$ cat src/rtl/rr_arbiter8.sv
// 8-requester round-robin arbiter with registered one-hot grant, binary index and
// bounded hold time; a forced release pulses timeout for one cycle.
module rr_arbiter8 #(
    parameter int unsigned MAX_HOLD = 16,
    parameter int unsigned CW       = 8
) (
    input  logic       clk,
    input  logic       rst_n,
    input  logic       en,
    input  logic [7:0] req,
    input  logic       done,
    output logic [7:0] grant,
    output logic [2:0] gnt_idx,
    output logic       gnt_valid,
    output logic       timeout
);

    typedef enum logic [0:0] {StIdle, StGrant} state_e;

    state_e        state_q, state_d;
    logic [2:0]    ptr_q, ptr_d;
    logic [2:0]    idx_q, idx_d;
    logic [CW-1:0] hold_q, hold_d;
    logic [7:0]    grant_q, grant_d;
    logic          timeout_q, timeout_d;

    logic [15:0]   req_dbl;
    logic [7:0]    req_rot;
    logic [2:0]    win_off;
    logic [2:0]    winner;
    logic          any_req;
    logic          user_rel;
    logic          hold_max;

    // Rotate so that bit 0 of req_rot is the requester at ptr; lowest set bit wins.
    always_comb begin
        req_dbl = {req, req} >> ptr_q;
        req_rot = req_dbl[7:0];
        win_off = 3'd0;
        for (int i = 7; i >= 0; i--) begin
            if (req_rot[i]) begin
                win_off = 3'(i);
            end
        end
        winner  = ptr_q + win_off;
        any_req = |req;
    end

    assign user_rel = done || !req[idx_q];
    assign hold_max = (hold_q == CW'(MAX_HOLD - 1));

    always_comb begin
        state_d   = state_q;
        ptr_d     = ptr_q;
        idx_d     = idx_q;
        hold_d    = hold_q;
        grant_d   = grant_q;
        timeout_d = 1'b0;
        unique case (state_q)
            StIdle: begin
                if (en && any_req) begin
                    state_d = StGrant;
                    idx_d   = winner;
                    grant_d = 8'b1 << winner;
                    hold_d  = '0;
                end
            end
            StGrant: begin
                if (user_rel || hold_max) begin
                    state_d   = StIdle;
                    grant_d   = 8'b0;
                    ptr_d     = idx_q + 3'd1;
                    // A normal release always wins over a coincident hold expiry.
                    timeout_d = !user_rel;
                end else begin
                    hold_d = hold_q + CW'(1);
                end
            end
            default: state_d = StIdle;
        endcase
    end

    always_ff @(posedge clk or negedge rst_n) begin
        if (!rst_n) begin
            state_q   <= StIdle;
            ptr_q     <= 3'd0;
            idx_q     <= 3'd0;
            hold_q    <= '0;
            grant_q   <= 8'b0;
            timeout_q <= 1'b0;
        end else begin
            state_q   <= state_d;
            ptr_q     <= ptr_d;
            idx_q     <= idx_d;
            hold_q    <= hold_d;
            grant_q   <= grant_d;
            timeout_q <= timeout_d;
        end
    end

    assign grant     = grant_q;
    assign gnt_idx   = idx_q;
    assign gnt_valid = (state_q == StGrant);
    assign timeout   = timeout_q;

endmodule

$ cat config.mk
export PLATFORM = sky130hd
export DESIGN_NAME = rr_arbiter8
export DESIGN_NICKNAME = d
export VERILOG_FILES = /design/src/rtl/rr_arbiter8.sv
export SDC_FILE = /design/constraint.sdc
export NUM_CORES = 1
export LEC_CHECK = 0
export BUFFER_PORTS_ARGS = -buffer_cell sky130_fd_sc_hd__buf_2
export CAP_MARGIN = 20
export CORE_UTILIZATION = 46
export CTS_CLUSTER_DIAMETER = 100
export DETAILED_ROUTE_END_ITERATION = 10
export GPL_TIMING_DRIVEN = 0
export PLACE_DENSITY = 0.62
export SYNTH_ARGS = -nofsm -noshare
export SYNTH_HDL_FRONTEND = slang
export SYNTH_SLANG_ARGS = --single-unit
$ cat constraint.sdc
create_clock -name clk -period 9.1 [get_ports clk]
set_input_delay 1.82 -clock clk [delete_from_list [all_inputs] [get_ports clk]]
set_output_delay 1.82 -clock clk [all_outputs]
set_load 0.01 [all_outputs]
==> qor.json, run 1 <==
{
  "run_status": {"value": "finished, violations left"},
  "violations": {"value": "DRC"},
  "finalCriticalPeriod": {"value": 5.06, "unit": "ns"},
  "hpwlAfterDp": {"value": 3950, "unit": "um"},
  "synth_area": {"value": 2180, "unit": "um^2"},
  "leakagePower": {"value": 1.02, "unit": "nW"},
  "clock_sink_count": {"value": 24},
  "first_global_vias": {"value": 2019},
  "worst_pin_slew": {"value": 0.784, "unit": "ns"},
  "clock_tree.buffer_depth": {"value": 2},
  "synth_cell_type_count": {"value": 54},
  "final.fill_count": {"value": 439},
  "vias": {"value": 2013},
  "grt_max_degree": {"value": 25},
  "reg2reg_slack": {"value": 5.16, "unit": "ns"},
  "globalRoute.totalOverflow": {"value": 0},
  "antenna_found_initial": {"value": 0},
  "drv_cap": {"value": 0},
  "tritoncts.num_buffers": {"value": 3},
  "synthToLayoutAreaGrowth": {"value": 11.1, "unit": "%"},
  "critical_path.max_stage_delay": {"value": 0.65, "unit": "ns"},
  "drive_gt1_frac": {"value": 0.236},
  "cts-hold-fix-buffers": {"value": 0},
  "route.detailed.wl_per_inst": {"value": 16.7, "unit": "um"},
  "final_antenna_net_count": {"value": 0},
  "coreArea": {"value": 4440, "unit": "um^2"},
  "timing.critical_path.to_type": {"value": "register"},
  "clk_transition_reported_paths": {"value": 0.08, "unit": "ns"},
  "avgSynthCellArea": {"value": 8.85, "unit": "um^2"},
  "clock-root-buffer": {"value": "clkbuf_8"},
  "avgViaCountPerCell": {"value": 6.23},
  "cp_max_fo": {"value": 10},
  "worst-path-buf-inv": {"value": 3},
  "clock-skew-final": {"value": 0.00692, "unit": "ns"},
  "worst_path_most_repeated_cell": {"value": "clkbuf_1"},
  "maxSlewHeadroom": {"value": 0.473},
  "drt_iter0_drc": {"value": 135},
  "final_area": {"value": 2420, "unit": "um^2"},
  "final.setup.tns": {"value": 0, "unit": "ns"},
  "synth_edf_count": {"value": 0},
  "synth.yosys.warnings": {"value": 0},
  "grtUsageTotal": {"value": 0.242},
  "num_antenna_cells": {"value": 0},
  "cts.htree.levels": {"value": 1},
  "setup_repair_after_global_routing_missed_its_margin": {"value": "no"},
  "drcViolationCount": {"value": 4},
  "routed_wirelength": {"value": 5400, "unit": "um"},
  "critical-path-slowest-cell": {"value": "xnor2_1"},
  "clk_latency": {"value": 0.27, "unit": "ns"},
  "share_of_flip_flops_with_an_asynchronous_set_or_reset_after_synthesis": {"value": 1.00},
  "row_count": {"value": 24},
  "global_route_wire_length_before_repair": {"value": 9660, "unit": "um"},
  "slew_viol_final": {"value": 0},
  "required_worst_endpoint": {"value": 9.30, "unit": "ns"},
  "crit_family": {"value": "simple AND/OR/NAND/NOR gates"},
  "report.final.setup_viol": {"value": 0},
  "worst_case_vdd_ir_drop": {"value": 0.000260, "unit": "V"},
  "floorplan.initialDensity": {"value": 0.490},
  "critPathLaunchType": {"value": "input port"},
  "cp_cell_sequence": {"value": "buf_2 -> clkbuf_1 -> nor3b_1 -> nor3_1 -> nor4_1 -> clkbuf_1 -> nand2_1 -> fa_1 -> xnor2_1 -> and4_1 -> o2111ai_1 -> o211ai_2"},
  "drtPass1Iterations": {"value": 7},
  "syn-num-nets": {"value": 262},
  "postCtsSetupRepairBufs": {"value": 0},
  "fmax": {"value": 198, "unit": "MHz"},
  "hold_violations": {"value": 0},
  "syn_inst": {"value": 246},
  "final_nets": {"value": 288},
  "die_height": {"value": 70.8, "unit": "um"},
  "yosys_most_used_dff": {"value": "dfrtp_1"},
  "synth-seq-cells": {"value": 24},
  "cp_data_arrival_time": {"value": 5.26, "unit": "ns"},
  "ports": {"value": 25},
  "post-route-period-util": {"value": 0.556},
  "place.port_buffers": {"value": 21},
  "tritoncts_clock_tree": {"value": "built"},
  "postLayoutCoreUtil": {"value": 0.544},
  "worst_hold_path_type": {"value": "register to register"},
  "cts.repair.resized": {"value": 0},
  "placed_cell_area": {"value": 2350, "unit": "um^2"},
  "fp.dieArea": {"value": 5010, "unit": "um^2"},
  "die_w": {"value": 70.8, "unit": "um"},
  "yosysSeqAreaShare": {"value": 0.276},
  "criticalPathCategory": {"value": "input port to register"},
  "power_density": {"value": 343, "unit": "nW/um^2"},
  "finalWeightedCongestion": {"value": 0.816}
}
## metrics by stage
| stage | setup WS [ns] | hold slack (ns) | instances | power, W |
|---|---|---|---|---|
| 4_1_cts | 4.11 | 0.517 | 323 | 0.000828 |
| 3_5_place_dp | 3.82 | 0.495 | 319 | 0.000731 |
| 5_1_grt | 3.69 | 0.525 | 323 | 0.000905 |
| 6_report | 4.04 | 0.510 | 323 | 0.000829 |
| 3_3_place_gp | 3.84 | 0.490 | 319 | 0.000727 |
| 2_1_floorplan | 4.48 | 0.498 | 246 | 0.000596 |
## per-layer routing
metal	global-route usage	part of all wire	vias to the layer above
met5	0	0	-
met4	0.0333	0.0043	0
met3	0.0342	0.028	4
met2	0.405	0.46	33
met1	0.342	0.51	984
li1	-	-	992
## flip-flops by register name (all words and copies together), names as in the netlist
signal and flops:
ptr_q 3, hold_q 8, timeout 1, gnt_idx 3, grant 8, gnt_valid 1
## final timing paths
kind / cells past startpoint / from / end
max in group asynchronous: 1 / rst_n / ptr_q[2]$_DFFE_PN0P_
worst max register to register: 15 / ptr_q[1]$_DFFE_PN0P_ / grant[1]$_DFFE_PN0P_
worst min register to register: 2 / grant[7]$_DFFE_PN0P_ / grant[7]$_DFFE_PN0P_
min in group asynchronous: 1 / rst_n / hold_q[2]$_DFFE_PN0P_
worst min-delay path: 2 / grant[7]$_DFFE_PN0P_ / grant[7]$_DFFE_PN0P_
worst max-delay path: 12 / req[7] / grant[1]$_DFFE_PN0P_
## worst min-delay path, delay by kind of cell, from the launching register on
| family | cells | cell delay, ns |
|---|---|---|
| AO/OA/AOI/OAI | 1 | 0.06 |
| flip-flops | 1 | 0.34 |
| AND/OR/NAND/NOR | 1 | 0.08 |
## cell type report
class | count | area, um^2 | share of cell area
multi-input combinational | 188 | 1390 | 0.573
sequential | 24 | 601 | 0.248
buffer | 24 | 154 | 0.0636
timing repair buffer | 21 | 105 | 0.0435
tap | 52 | 65.1 | 0.0269
clock buffer | 3 | 41.3 | 0.0171
inverter | 10 | 37.5 | 0.0155
clock inverter | 1 | 30.0 | 0.0124
## power by group
group	switching [W]	internal [W]	leakage, nW
registers	0.0000341	0.000137	0.322
clock network	0.0000355	0.0000589	0.0357
logic	0.000343	0.000220	0.662
## cells by family after synthesis
family	share of synthesized area
compound gates	0.185
flops	0.276
mux	0.101
buf+inv	0.0879
fa+ha+maj	0.0264
simple gates	0.299
xor+xnor	0.0241
## placed cells by master (no fill, tap or decap), types with 6 or more instances in the layout
cell type,n
dfrtp_1,24
nor2_1,10
nor3_1,21
o2111ai_1,9
o211ai_2,9
nand3_1,11
nor3b_1,7
nand2_1,23
mux2i_1,6
clkbuf_1,7
nor4_1,13
buf_6,6
buf_2,27
inv_1,10
nand2b_1,7
## synth_stat cells (2+ instances only)
cell type  number  area share
nand2_1        23       0.040
a211oi_1        4       0.014
or4_1           4       0.014
o31ai_1         4       0.014
buf_4           3       0.010
mux4_2          5       0.052
o21ai_0         2      0.0046
nand3_1        11       0.025
o21ai_1         4      0.0092
buf_1           2      0.0034
dfrtp_1        24        0.28
inv_1          10       0.017
and4_1          4       0.016
mux2_2          3       0.016
buf_6           6       0.031
nor4_1         13       0.037
mux2i_1         6       0.028
buf_2           6       0.014
nor2b_1         2      0.0057
ha_1            3       0.017
o2111ai_1       9       0.036
xnor2_1         5       0.020
clkbuf_1        7       0.012
nor2_1         10       0.017
nor3b_1         7       0.024
and3_1          2      0.0057
nor3_1         21       0.048
nand2b_1        7       0.020
o211ai_2        9       0.052
nor3_2          2      0.0092
a21oi_1         5       0.011
Note: power is estimated with default switching activity, not from simulation.
==> run 2: changes to the inputs <==
Settings changed: ABC_AREA set to 1, PLACE_DENSITY 0.62 to 0.63.
Clock period 9.1 ns to 4.7 ns, I/O delays scaled along.
==> qor.json, run 2 <==
{
  "worst_pin_slew": {"value": 0.539, "unit": "ns", "change": "was 0.784 ns"},
  "row_count": {"value": 22, "change": "was 24"},
  "drtPass1Iterations": {"value": 4, "change": "was 7"},
  "cp_max_fo": {"value": 6, "change": "was 10"},
  "antenna_found_initial": {"value": 0, "change": "unchanged"},
  "worst_hold_path_type": {"value": "register to register", "change": "unchanged"},
  "net-switching-power": {"value": 0.000706, "unit": "W", "change": "was 0.000413 W"},
  "synth_area": {"value": 1890, "unit": "um^2", "change": "was 2180 um^2"},
  "place.port_buffers": {"value": 24, "change": "was 21"},
  "fmax": {"value": 325, "unit": "MHz"},
  "final_area": {"value": 2140, "unit": "um^2", "change": "was 2420 um^2"},
  "critPathLaunchType": {"value": "input port", "change": "unchanged"},
  "cp_cell_sequence": {"value": "buf_2 -> nand2_1 -> nand3_1 -> nand3_1 -> nand2_2 -> nand2_1 -> nand2_1 -> nand2_1 -> nand2_1 -> nand2_1 -> a21boi_0 -> ha_1 -> inv_1 -> fa_1 -> xor2_1 -> inv_1 -> nand3_4 -> nand2_4 -> nand2_1 -> nand2_1", "change": "was buf_2 -> clkbuf_1 -> nor3b_1 -> nor3_1 -> nor4_1 -> clkbuf_1 -> nand2_1 -> fa_1 -> xnor2_1 -> and4_1 -> o2111ai_1 -> o211ai_2"},
  "finalWeightedCongestion": {"value": 0.817, "change": "was 0.816"},
  "reg2reg_from": {"value": "ptr_q[0]$_DFFE_PN0P_", "change": "was ptr_q[1]$_DFFE_PN0P_"},
  "intPower": {"value": 0.000709, "unit": "W", "change": "was 0.000416 W"},
  "power.share.sequential": {"value": 0.228, "change": "was 0.206"},
  "synth.yosys.warnings": {"value": 0, "change": "unchanged"},
  "hold_path_depth": {"value": 2, "change": "unchanged"},
  "multi_input_logic_area": {"value": 1160, "unit": "um^2", "change": "was 1390 um^2"},
  "synth-seq-cells": {"value": 24, "change": "unchanged"},
  "syn_inst": {"value": 255, "change": "was 246"},
  "pre_cts_ws": {"value": 1.31, "unit": "ns", "change": "was 3.82 ns"},
  "final.setup.tns": {"value": 0, "unit": "ns", "change": "unchanged"},
  "r2r_end": {"value": "grant[0]$_DFFE_PN0P_", "change": "was grant[1]$_DFFE_PN0P_"},
  "power_density": {"value": 661, "unit": "nW/um^2", "change": "was 343 nW/um^2"},
  "global_route_wire_length_before_repair": {"value": 7130, "unit": "um", "change": "was 9660 um"},
  "clock-skew-final": {"value": 0.00246, "unit": "ns", "change": "was 0.00692 ns"},
  "finalCriticalPeriod": {"value": 3.08, "unit": "ns"},
  "maxSlewHeadroom": {"value": 0.641, "change": "was 0.473"},
  "required_worst_endpoint": {"value": 4.86, "unit": "ns", "change": "was 9.30 ns"},
  "design_power_total": {"value": 0.00142, "unit": "W", "change": "was 0.000829 W"},
  "die_height": {"value": 66.1, "unit": "um", "change": "was 70.8 um"},
  "synth_edf_count": {"value": 0, "change": "unchanged"},
  "criticalPathCategory": {"value": "input port to register", "change": "unchanged"},
  "r2r_cells": {"value": 21, "change": "was 15"},
  "tritoncts_clock_tree": {"value": "built", "change": "unchanged"},
  "clk_transition_reported_paths": {"value": 0.09, "unit": "ns", "change": "was 0.08 ns"},
  "power_share_of_the_clock_group": {"value": 0.128, "change": "was 0.114"},
  "placed_cell_area": {"value": 2070, "unit": "um^2", "change": "was 2350 um^2"},
  "worst_case_vdd_ir_drop": {"value": 0.000290, "unit": "V", "change": "was 0.000260 V"},
  "drive_gt1_frac": {"value": 0.283, "change": "was 0.236"},
  "critical-path-slowest-cell": {"value": "fa_1", "change": "was xnor2_1"},
  "leakagePower": {"value": 1.15, "unit": "nW", "change": "was 1.02 nW"},
  "run_status": {"value": "complete, no violations", "change": "was finished, violations left"},
  "synth_cell_type_count": {"value": 35, "change": "was 54"},
  "avgViaCountPerCell": {"value": 4.95, "change": "was 6.23"},
  "slew_viol_final": {"value": 0, "change": "unchanged"},
  "clk_latency": {"value": 0.27, "unit": "ns", "change": "about the same"},
  "drcViolationCount": {"value": 0, "change": "was 4"},
  "crit_cells": {"value": 20, "change": "was 12"},
  "floorplan.initialDensity": {"value": 0.498, "change": "was 0.490"},
  "globalRoute.totalOverflow": {"value": 0, "change": "unchanged"},
  "combPwrFrac": {"value": 0.644, "change": "was 0.680"},
  "hold_violations": {"value": 0, "change": "unchanged"},
  "setup_slack_of_the_critical_path_after_layout": {"value": 1.62, "unit": "ns", "change": "was 4.04 ns"},
  "drv_cap": {"value": 0, "change": "unchanged"},
  "final_nets": {"value": 300, "change": "was 288"},
  "synth_largest_type_area_fraction": {"value": 0.318, "change": "was 0.276"},
  "worst-path-buf-inv": {"value": 3, "change": "unchanged"},
  "min_from": {"value": "grant[4]$_DFFE_PN0P_", "change": "was grant[7]$_DFFE_PN0P_"},
  "yosys.cell_count.top_type": {"value": "nand2_1", "change": "was dfrtp_1"},
  "min_delay_worst_endpoint": {"value": "grant[4]$_DFFE_PN0P_", "change": "was grant[7]$_DFFE_PN0P_"},
  "route.detailed.wl_per_inst": {"value": 12.1, "unit": "um", "change": "was 16.7 um"},
  "synthToLayoutAreaGrowth": {"value": 13.3, "unit": "%", "change": "was 11.1%"},
  "post-route-period-util": {"value": 0.654},
  "drt_iter0_drc": {"value": 103, "change": "was 135"},
  "grt_max_degree": {"value": 25, "change": "unchanged"},
  "die_w": {"value": 66.1, "unit": "um", "change": "was 70.8 um"},
  "final.hold.worst_slack": {"value": 0.508, "unit": "ns", "change": "was 0.510 ns"},
  "netlist_top_cells_count": {"value": "nand2_1, nand3_1, dfrtp_1", "change": "was dfrtp_1, nand2_1, nor3_1"},
  "ports": {"value": 25, "change": "unchanged"},
  "fp.dieArea": {"value": 4370, "unit": "um^2", "change": "was 5010 um^2"},
  "coreArea": {"value": 3800, "unit": "um^2", "change": "was 4440 um^2"},
  "crit_family": {"value": "simple AND/OR/NAND/NOR gates", "change": "unchanged"},
  "hpwlAfterDp": {"value": 3080, "unit": "um", "change": "was 3950 um"},
  "report.final.setup_viol": {"value": 0, "change": "unchanged"},
  "cts.repair.resized": {"value": 0, "change": "unchanged"},
  "yosysSeqAreaShare": {"value": 0.318, "change": "was 0.276"},
  "cp_data_arrival_time": {"value": 3.24, "unit": "ns", "change": "was 5.26 ns"},
  "clock_tree.buffer_depth": {"value": 2, "change": "unchanged"},
  "most-common-layout-cells": {"value": "nand2_1, nand3_1, buf_2", "change": "was buf_2, dfrtp_1, nand2_1"},
  "timing.critical_path.to_type": {"value": "register", "change": "unchanged"},
  "final_antenna_net_count": {"value": 0, "change": "unchanged"},
  "tritoncts.num_buffers": {"value": 3, "change": "unchanged"},
  "avgSynthCellArea": {"value": 7.41, "unit": "um^2", "change": "was 8.85 um^2"},
  "setup_repair_after_global_routing_missed_its_margin": {"value": "no", "change": "unchanged"},
  "postCtsSetupRepairBufs": {"value": 0, "change": "unchanged"},
  "routed_wirelength": {"value": 4010, "unit": "um", "change": "was 5400 um"},
  "cts.htree.levels": {"value": 1, "change": "unchanged"},
  "share_of_flip_flops_with_an_asynchronous_set_or_reset_after_synthesis": {"value": 1.00, "change": "unchanged"},
  "clock_sink_count": {"value": 24, "change": "unchanged"},
  "grtUsageTotal": {"value": 0.213, "change": "was 0.242"},
  "layout_commonest_cell": {"value": "nand2_1", "change": "was buf_2"},
  "cts-hold-fix-buffers": {"value": 0, "change": "unchanged"},
  "final.fill_count": {"value": 357, "change": "was 439"},
  "critical_path.max_stage_delay": {"value": 0.37, "unit": "ns", "change": "was 0.65 ns"},
  "yosys_most_used_dff": {"value": "dfrtp_1", "change": "unchanged"},
  "netlist_top_cells_area": {"value": "dfrtp_1, nand2_1, nand3_1", "change": "was dfrtp_1, mux4_2, o211ai_2"},
  "clock-root-buffer": {"value": "clkbuf_8", "change": "unchanged"},
  "first_global_vias": {"value": 1530, "change": "was 2019"},
  "num_antenna_cells": {"value": 0, "change": "unchanged"},
  "syn-num-nets": {"value": 271, "change": "was 262"},
  "reg2reg_slack": {"value": 1.82, "unit": "ns", "change": "was 5.16 ns"},
  "post-synth-top-area-cell": {"value": "dfrtp_1", "change": "unchanged"},
  "worst_path_most_repeated_cell": {"value": "nand2_1", "change": "was clkbuf_1"},
  "seq_area": {"value": 601, "unit": "um^2", "change": "unchanged"},
  "netSwitchingFraction": {"value": 0.499, "change": "was 0.498"},
  "vias": {"value": 1639, "change": "was 2013"}
}
## run 2: metrics by stage
step	std cells	utilization
finish	331	0.564
floorplan	255	-
CTS	331	0.564
global placement	327	0.545
global route	331	0.564
detailed placement	327	0.545
## run 2: kinds of logic after synthesis
logic type                 Yosys count  synth area share
and+or+nand+nor                    181             0.504
buffers and inverters               25            0.0662
DFF                                 24             0.318
AOI/OAI and AO/OA                   13            0.0443
xor gates and xnor gates             8            0.0371
adders and majority gates            4            0.0304
## run 2: how the worst max path moves through the flow
stage	end	from
3_5_place_dp	grant[0]$_DFFE_PN0P_	req[0]
4_1_cts	grant[0]$_DFFE_PN0P_	req[0]
3_3_place_gp	grant[7]$_DFFE_PN0P_	req[0]
5_1_grt	grant[0]$_DFFE_PN0P_	req[7]
2_1_floorplan	grant[0]$_DFFE_PN0P_	req[5]
6_report	grant[0]$_DFFE_PN0P_	req[0]
## run 2: area by class of cell
type | count | share of cell area
clock inverter | 1 | 0.0140
inverter | 19 | 0.0368
clock buffer | 3 | 0.0193
timing repair buffer | 24 | 0.0561
sequential | 24 | 0.280
buffer | 6 | 0.0216
multi-input combinational | 206 | 0.544
tap | 48 | 0.0280
## run 2: per-layer routing
metal,global-route usage,part of all wire,vias up
met5,0,0,-
met4,0.0319,0.0027,0
met3,0.0379,0.024,2
met2,0.307,0.42,18
met1,0.332,0.55,739
li1,-,-,880
## run 2: worst reg2reg max path, stage by stage (launching register included)
cell	delay, ns
dfrtp_1	0.40
buf_6	0.15
inv_6	0.11
nand2_2	0.06
nand3_1	0.10
nand3_1	0.09
nand2_2	0.10
nand2_1	0.06
nand2_1	0.05
nand2_1	0.04
nand2_1	0.05
nand2_1	0.04
a21boi_0	0.19
ha_1	0.18
inv_1	0.05
fa_1	0.37
xor2_1	0.28
inv_1	0.12
nand3_4	0.15
nand2_4	0.07
nand2_1	0.07
nand2_1	0.05
## run 2: power by group through the flow
stage                     clock [W]  sequential [W]  combinational (W)
final                      0.000182        0.000322           0.000911
after global routing       0.000193        0.000334            0.00103
after CTS                  0.000184        0.000323           0.000920
after detailed placement          0        0.000327           0.000915
after global placement            0        0.000326           0.000912
after floorplan                   0        0.000341           0.000698
